--- config.mk ---
export PLATFORM = sky130hd
export DESIGN_NAME = mar_seq
export DESIGN_NICKNAME = d
export VERILOG_FILES = /design/src/rtl/mar_seq.sv
export SDC_FILE = /design/constraint.sdc
export NUM_CORES = 1
export LEC_CHECK = 0
export ABC_CLOCK_PERIOD_IN_PS = 1400
export BUFFER_PORTS_ARGS = -buffer_cell sky130_fd_sc_hd__clkbuf_2
export CORE_AREA = 10 10 47 49
export DETAILED_ROUTE_END_ITERATION = 7
export DIE_AREA = 0 0 57 59
export GPL_ROUTABILITY_DRIVEN = 0
export GPL_TIMING_DRIVEN = 0
export SLEW_MARGIN = 5
export SYNTH_ARGS = -nofsm -noshare
export SYNTH_HDL_FRONTEND = slang
export SYNTH_SLANG_ARGS = --single-unit
--- constraint.sdc ---
create_clock -name clk -period 1.4 [get_ports clk]
set_input_delay 0.28 -clock clk [delete_from_list [all_inputs] [get_ports clk]]
set_output_delay 0.28 -clock clk [all_outputs]
set_load 0.02 [all_outputs]
--- src/rtl/mar_seq.sv ---
// mar_seq: SAP-1 memory address register with synchronised run/manual mode.
// Holds a load/increment address and muxes it or the switches onto RAM address lines.
module mar_seq #(
  parameter int              ADDR_W      = 4,
  parameter int              SYNC_STAGES = 2,
  parameter logic [ADDR_W-1:0] RESET_ADDR = '0,
  parameter bit              SEED_ON_RUN = 1'b1
) (
  input  logic              clk,
  input  logic              n_rst,
  input  logic [ADDR_W-1:0] d,
  input  logic [ADDR_W-1:0] a,
  input  logic              n_lm,
  input  logic              inc,
  input  logic              ch_s2,
  output logic [ADDR_W-1:0] s,
  output logic              mode_run,
  output logic              wrap
);

  logic [SYNC_STAGES-1:0] r_sync;
  logic [ADDR_W-1:0]      r_q;
  logic                   r_wrap;
  logic                   w_seed;
  logic                   w_inc_go;

  assign mode_run = r_sync[SYNC_STAGES-1];
  assign w_seed   = SEED_ON_RUN
                  & r_sync[SYNC_STAGES-2]
                  & ~r_sync[SYNC_STAGES-1];
  assign w_inc_go = ~w_seed & n_lm & inc;
  assign s        = mode_run ? r_q : a;
  assign wrap     = r_wrap;

  // Mode switch synchroniser; only the first stage touches ch_s2.
  always_ff @(posedge clk or negedge n_rst) begin
    if (!n_rst) begin
      r_sync <= '0;
    end else begin
      r_sync <= {r_sync[SYNC_STAGES-2:0], ch_s2};
    end
  end

  // Address register: seed beats load beats increment.
  always_ff @(posedge clk or negedge n_rst) begin
    if (!n_rst) begin
      r_q <= RESET_ADDR;
    end else if (w_seed) begin
      r_q <= a;
    end else if (!n_lm) begin
      r_q <= d;
    end else if (inc) begin
      r_q <= r_q + 1'b1;
    end
  end

  // One-cycle rollover flag, only when the increment was really taken.
  always_ff @(posedge clk or negedge n_rst) begin
    if (!n_rst) begin
      r_wrap <= 1'b0;
    end else begin
      r_wrap <= w_inc_go & (&r_q);
    end
  end

endmodule

==> Word-level counts from Yosys, hierarchy flattened <==
Index checks and enable logic that the tools add are counted.
{ "totals": {"regBits": 7, "out_inout_bits": 6, "wordCells": 16} }
{ "classes": {"add_sub_neg": 1, "n_eq_ne": 1, "n_mux": 4, "n_bitwise": 6, "n_reduce_logical": 1} }
{ "ops": {"columns": ["operator", "count"], "rows": [
  ["4-bit 2-to-1 mux", 4],
  ["4-bit by 1-bit adder with 4-bit output (second input constant)", 1],
  ["1-bit AND", 4],
  ["4-bit AND reduction", 1],
  ["3-bit by 1-bit != test with 1-bit output (second input constant)", 1],
  ["1-bit inverter", 2]
]} }

==> Depth between registers and ports, before layout <==
Gate-level depths: netlist (run 1).
{ "logic_depth": {"ltp_word": 6, "mapped_depth": 4} }

==> Worst setup path before layout (run 1) <==
Ideal clock, no wire load.
{ "synth_path": {"kind": "register to register", "start": "register r_sync[1]", "end": "register r_q[3]", "arrival_time_ns": 1.229, "required_time_ns": 1.331, "slack_ns": 0.103, "path_stages_with_launch": 4, "period_less_slack_ns": 1.297, "cell_sequence": "dfrtp_1 > nor2b_2 > or4b_1 > nand3_1"} }
{ "synth_via": {"elab_chain_cells": 3, "word_cells_on_any_way": 4} }
{ "synth_rtl": {"columns": ["item", "line_no", "text"], "rows": [
  ["start, declared", "21", "logic [SYNC_STAGES-1:0] r_sync;"],
  ["start signal, assigned", "40", "r_sync <= {r_sync[SYNC_STAGES-2:0], ch_s2};"],
  ["1-bit inverter (*)", "30", "& ~r_sync[SYNC_STAGES-1];"],
  ["1-bit AND (*)", "30", null],
  ["3-bit by 1-bit != test with 1-bit output (no line) / 4-bit 2-to-1 mux (equally long branches)", null, null],
  ["end signal, assigned", "53", "r_q <= r_q + 1'b1;"],
  ["end, declared", "22", "logic [ADDR_W-1:0] r_q;"]
]} }
Every way passes the cells marked *; elsewhere a longest branch is shown, timed or not.
A chain may end at the register's enable or synchronous reset.

==> Final worst setup path (run 1) <==
{ "layout_path": {"start": "register r_sync[1]", "end": "output s[3]"} }
{ "layout_via": {"elab_chain_cells": 1} }
{ "layout_rtl": {"columns": ["item", "line_no", "text"], "rows": [
  ["4-bit 2-to-1 mux", "32", "assign s = mode_run ? r_q : a;"],
  ["end, declared", "16", "output logic [ADDR_W-1:0] s,"]
]} }
Every way passes these cells.

==> results of run 1 <==
-- per-layer routing --
metal / global-route usage / vias up
li1: - / 180
met1: 0.0752 / 171
met2: 0.102 / 20
met3: 0.0365 / 4
met4: 0.0503 / 0
met5: 0 / -
-- worst max-delay path by stage --
| stage | startpoint | endpoint | slack [ns] | depth (start not counted) |
|---|---|---|---|---|
| final | r_sync[1] | s[3] | -0.09 | 2 |
| after global routing | r_sync[1] | s[3] | -0.12 | 2 |
| after detailed placement | r_sync[1] | r_q[3] | 0.10 | 3 |
| after global placement | r_sync[1] | s[2] | 0.10 | 2 |
| after floorplan | r_sync[1] | r_q[3] | 0.10 | 3 |
| after CTS | r_sync[1] | s[2] | -0.11 | 2 |
-- power by group --
group          internal, mW  switching [mW]
Sequential            0.222          0.0251
Combinational        0.0996          0.0757
Clock                 0.110          0.0860
-- sequential cells by signal, indices dropped and copies added, names as in the netlist --
signal and cells:
r_sync 2, wrap 1, r_q 4
-- layout make-up --
cell class              instances  area share
repair buffers                 18       0.227
multi-input cells              29       0.391
well taps                      16      0.0336
plain buffers                   1     0.00840
clock buffers                   4      0.0441
flip-flops and latches          7       0.296
-- kinds of logic (layout without fill, tap and decap cells) --
group                    Yosys count  count (layout)  share of synthesized area
multiplexers                       7               7                      0.189
AO/OA/AOI/OAI                      4               4                     0.0692
flip-flops                         7               7                      0.440
buffers and inverters              1              23                     0.0126
XOR/XNOR                           2               2                     0.0440
adder cells (fa/ha/maj)            1               1                     0.0314
AND/OR/NAND/NOR                   15              15                      0.214
-- critical path, stage by stage (launching register included) --
cell,delay (ns)
sky130_fd_sc_hd__dfrtp_2,0.48
sky130_fd_sc_hd__mux2_4,0.34
sky130_fd_sc_hd__buf_8,0.13
-- placed cells by master (no fill, tap or decap), types with 2 or more instances in the layout --
master	Yosys	routed
sky130_fd_sc_hd__nand4_1	2	2
sky130_fd_sc_hd__buf_8	0	4
sky130_fd_sc_hd__nand2_1	4	4
sky130_fd_sc_hd__mux2i_1	3	3
sky130_fd_sc_hd__dfrtp_1	7	6
sky130_fd_sc_hd__mux2_4	0	4
sky130_fd_sc_hd__clkbuf_2	0	13
sky130_fd_sc_hd__nand3_1	2	2
sky130_fd_sc_hd__clkbuf_4	0	3
sky130_fd_sc_hd__xor2_1	2	2
-- per-stage QoR --
stage	util	setup TNS, ns	total power [mW]	setup slack (ns)
2_1_floorplan	-	0	0.328	0.103
3_3_place_gp	0.359	0	0.377	0.103
3_5_place_dp	0.359	0	0.380	0.102
4_1_cts	0.421	-0.420	0.614	-0.107
5_1_grt	0.425	-0.437	0.653	-0.116
6_report	0.425	-0.340	0.618	-0.0901
-- repair_timing --
| action | in CTS | in global routing |
|---|---|---|
| endpoints found under the setup margin | 4 | 4 |
| hold endpoints to repair | 7 | 0 |
| pin swaps | 0 | 0 |
| gates resized for setup | 13 | 4 |
| hold buffers | 1 | 0 |
==> run metrics, run 1 <==
number of remaining DRC errors 0; buffer depth of the longest clock path 2; horizontal extent of the die 57 um; Tightest Hold Check Type in -> reg; endpoint of the worst-slack reg-to-reg timing path r_q[3]; mean cell area of the mapped netlist 10.8 um^2; length of routed wiring on met1 465 um; uppermost routed layer met4; cell count after placement 70; FILL cells 158; sequential share of the synthesized area 0.440; cell at the root of the clock tree sky130_fd_sc_hd__clkbuf_4; core area 1400 um^2; min Tclk post-route 1.49 ns; number of buffers inserted to repair setup after CTS 0; total congestion overflow after global routing 0; H-tree depth reported by CTS 1; sum of routed wire length over all layers 1100 um; slack of the worst reg-to-reg path 0.14 ns; Antenna Violating Nets Remaining 0; static leakage power 0.298 nW; Starting Density 0.284; skew final 0.000845 ns; layout cell share with drive strength beyond 1 0.458; startpoint types flip-flop; Inserted Clock Buffers 3; DR vias 375; total met3 wirelength after detailed routing 99 um; endpoint arrival time on the critical path 1.21 ns; average vias per placed instance 5.00; insertion delay of the later-clocked pin in the worst-skew pair 0.26 ns; critical register-to-register path startpoint r_sync[0]; placed inst area 503 um^2; Num Clock Sinks 7; top cell type by total area after synthesis sky130_fd_sc_hd__dfrtp_1; final setup violating endpoints 4; first-pass GRT wire length 1820 um; final std cells w/o fill 75; Primary FF master, synth sky130_fd_sc_hd__dfrtp_1; most common cell in the netlist sky130_fd_sc_hd__dfrtp_1; clock-pin slew reported for the worst setup and hold paths after clock tree synthesis 0.05 ns; status finished with violations; Post-synth top cells sky130_fd_sc_hd__dfrtp_1, sky130_fd_sc_hd__mux2_2, sky130_fd_sc_hd__nand2_1, sky130_fd_sc_hd__mux2i_1; global routing usage summed across all routing layers 0.0697; cell area after technology mapping 398 um^2; multi-input combinational cell area 233 um^2; wire length per cell 14.6 um; final-layout worst hold slack 0.122 ns; number of top-level pins 19; library cells used by synthesis 20; number of enable-type register cells in the synthesized netlist 0; worst setup path class reg -> out; cell types occupying the most area after synthesis sky130_fd_sc_hd__dfrtp_1, sky130_fd_sc_hd__mux2_2, sky130_fd_sc_hd__mux2i_1, sky130_fd_sc_hd__xor2_1, sky130_fd_sc_hd__nand2_1; area occupied by registers 176 um^2; period utilization 1.06; number of antenna violations at the first check in global routing 0; number of optimization iterations in the first detailed-route pass 4; final hold violations 0; share of synthesized registers carrying an async set or reset 1.00; instance count of the mapped netlist 37; placed wire-length estimate 809 um; Seq cells post-synth 7; violated checks setup timing; warnings from Yosys 0; Final Max Slew Viols 0; std cell rows 14; Min-Delay Startpoint ch_s2; transition at the pin with the smallest max-transition slack 0.275 ns; Endpoint, Worst Hold r_sync[0]; Worst Hold Depth 1; cell depth of the worst flop-to-flop path 3; final worst setup slack -0.0901 ns; TritonCTS clock tree done; Crit Path Max Fanout 7; Setup crit end kind output port; drt initial violations 6; Area Growth Syn to Fin 49.7%; worst-case vdd ir drop 0.405 mV; number of max-capacitance violations reported 0; largest net degree at the start of global routing 10; overall die area 3360 um^2; I/O Buffers 17; RSZ-0062 raised after global routing yes; total power density per cell area 1040 nW/um^2; antenna fix cells 0; post-route cell area 596 um^2; max frequency 671 MHz; met2 routed wirelength 505 um; nets@finish 74; CP Data Required Time 1.12 ns; normalized max-slew margin 0.816; fraction of synthesized cell area taken by the top area cell type 0.440; syn_nets 51; y dimension of the die 59 um; vias in the first global route 404
Power figures use the tool's default switching activity.
==> inputs of run 2 (changes only) <==
--- a/config.mk
+++ b/config.mk
@@ -12,6 +12,8 @@
 export DIE_AREA = 0 0 57 59
 export GPL_ROUTABILITY_DRIVEN = 0
 export GPL_TIMING_DRIVEN = 0
+export PLACE_DENSITY = 0.64
+export SETUP_SLACK_MARGIN = 0.15
 export SLEW_MARGIN = 5
 export SYNTH_ARGS = -nofsm -noshare
 export SYNTH_HDL_FRONTEND = slang
==> run 2 against run 1 <==
Compared with the run above: the run still ends with setup timing left; register-to-register slack worse by 0.13 ns; routed wire length down 4.6%; clock skew up 0.0032 ns; critical path type unchanged.
==> run metrics, run 2 (synthesis gave the netlist of run 1 again) <==
status finished with violations; violated checks setup timing; endpoint arrival time on the critical path 1.18 ns (-0.03 ns); Num Clock Sinks 7 (unchanged); average vias per placed instance 4.71 (-5.7%); number of optimization iterations in the first detailed-route pass 4 (unchanged); placed inst area 504 um^2 (+0.25%); flip-flop count of the largest register after layout 4 (unchanged); layout cell share with drive strength beyond 1 0.492 (+0.0342); final-layout worst hold slack 0.147 ns (+0.0253 ns); total congestion overflow after global routing 0 (unchanged); number of max-capacitance violations reported 0 (unchanged); min Tclk post-route 1.46 ns (-0.0281 ns); final hold violations 0 (unchanged); Biggest register r_q; overall power 612 uW (-0.97%); global routing usage summed across all routing layers 0.0638 (-0.00587); I/O Buffers 17 (unchanged); wire length per cell 13.6 um (-7.0%); Starting Density 0.284 (unchanged); Tightest Hold Check Type in -> reg; worst-case vdd ir drop 0.507 mV (+25%); overall die area 3360 um^2 (unchanged); drt initial violations 10 (+4); max frequency 684 MHz (+1.9%); antenna fix cells 0 (unchanged); cell depth of the worst flop-to-flop path 4 (+1); buffer depth of the longest clock path 2 (unchanged); RSZ-0062 raised after global routing yes; horizontal extent of the die 57 um (unchanged); Worst Hold Depth 1 (unchanged); insertion delay of the later-clocked pin in the worst-skew pair 0.24 ns (-0.02 ns); number of top-level pins 19 (unchanged); TritonCTS clock tree done; period utilization 1.04 (-0.0201); Crit Path Max Fanout 7 (unchanged); commonest cells after routing, fill and taps aside sky130_fd_sc_hd__clkbuf_2, sky130_fd_sc_hd__dfrtp_1, sky130_fd_sc_hd__mux2_4, sky130_fd_sc_hd__nand2_1, sky130_fd_sc_hd__buf_8; placed wire-length estimate 802 um (-0.87%); static leakage power 0.308 nW (+3.6%); final setup violating endpoints 4 (unchanged); std cell rows 14 (unchanged); nets@finish 76 (+2.7%); skew final 0.00407 ns (+0.00323 ns); transition at the pin with the smallest max-transition slack 0.294 ns (+0.0187 ns); largest net degree at the start of global routing 10 (unchanged); clock-pin slew reported for the worst setup and hold paths after clock tree synthesis 0.05 ns (about the same); vias in the first global route 430 (+6.4%); post-route cell area 616 um^2 (+3.4%); sum of routed wire length over all layers 1050 um (-4.6%); Setup crit end kind output port; normalized max-slew margin 0.803 (-0.0125); most common cell after layout, fill and taps aside sky130_fd_sc_hd__clkbuf_2; final worst setup slack -0.0620 ns (+0.0281 ns); y dimension of the die 59 um (unchanged); final std cells w/o fill 77 (+2.7%); CP Data Required Time 1.12 ns (about the same); number of remaining DRC errors 0 (unchanged); Inserted Clock Buffers 3 (unchanged); worst setup path class reg -> out; startpoint types flip-flop; cell at the root of the clock tree sky130_fd_sc_hd__clkbuf_4; DR vias 363 (-3.2%); H-tree depth reported by CTS 1 (unchanged); Antenna Violating Nets Remaining 0 (unchanged); first-pass GRT wire length 1810 um (-0.77%); Area Growth Syn to Fin 54.7%; Final Max Slew Viols 0 (unchanged); cell count after placement 70 (unchanged); number of antenna violations at the first check in global routing 0 (unchanged); core area 1400 um^2 (unchanged); fin util 0.439 (+0.0143); total power density per cell area 994 nW/um^2 (-4.2%)
-- run 2: cell count changes in the layout (fill, tap and decap cells not counted) --
cell                       before  now
sky130_fd_sc_hd__buf_4          0    2
sky130_fd_sc_hd__a211oi_2       0    1
sky130_fd_sc_hd__a211oi_1       1    0
-- run 2: where the power goes --
part	leakage, nW	internal, mW	switching, mW
clock	0.0150	0.108	0.0700
combinational	0.209	0.108	0.0789
sequential	0.0840	0.222	0.0248
total	0.308	0.438	0.174
-- run 2: per-stage QoR --
step | setup TNS [ns] | setup slack, ns
detailed placement | 0 | 0.152
finish | -0.244 | -0.0620
CTS | -0.329 | -0.0850
floorplan | 0 | 0.207
global placement | 0 | 0.181
global route | -0.365 | -0.0884
-- run 2: repair_timing --
action / CTS / global route
endpoints found under the hold margin: 7 / 0
pin swaps: 0 / 1
setup buffers: 0 / 2
hold buffers: 1 / 0
cloned: 0 / 0
endpoints found under the setup margin: 5 / 6
resized for setup: 12 / 5
-- run 2: worst paths after layout --
| kind | end | slack, ns | startpoint |
|---|---|---|---|
| min in group asynchronous | r_q[1] | 0.40 | n_rst |
| max in group asynchronous | r_sync[1] | 0.82 | n_rst |
| setup reg to reg | r_q[3] | 0.01 | r_sync[1] |
| hold / removal | r_sync[0] | 0.15 | ch_s2 |
| setup / recovery | s[1] | -0.06 | r_sync[1] |
| hold reg to reg | r_sync[1] | 0.40 | r_sync[0] |
-- run 2: final cells by class --
| class | count | area, um^2 |
|---|---|---|
| Buffer | 1 | 5.00 |
| Sequential cell | 7 | 176 |
| Tap cell | 16 | 20.0 |
| Timing Repair Buffer | 20 | 150 |
| Fill cell | 140 | 786 |
| Clock buffer | 4 | 26.3 |
| Multi-Input combinational cell | 29 | 238 |
-- run 2: routing by layer --
layer,vias up,track usage,share of wire
met3,0,0.0343,0.087
met1,166,0.0686,0.47
li1,183,-,-
met4,0,0.0101,0
met2,14,0.110,0.44
met5,-,0,0
-- run 2: worst max-delay path, stage by stage (launching register included) --
cell and delay, ns:
sky130_fd_sc_hd__dfrtp_2 0.48, sky130_fd_sc_hd__mux2_4 0.33, sky130_fd_sc_hd__buf_8 0.13
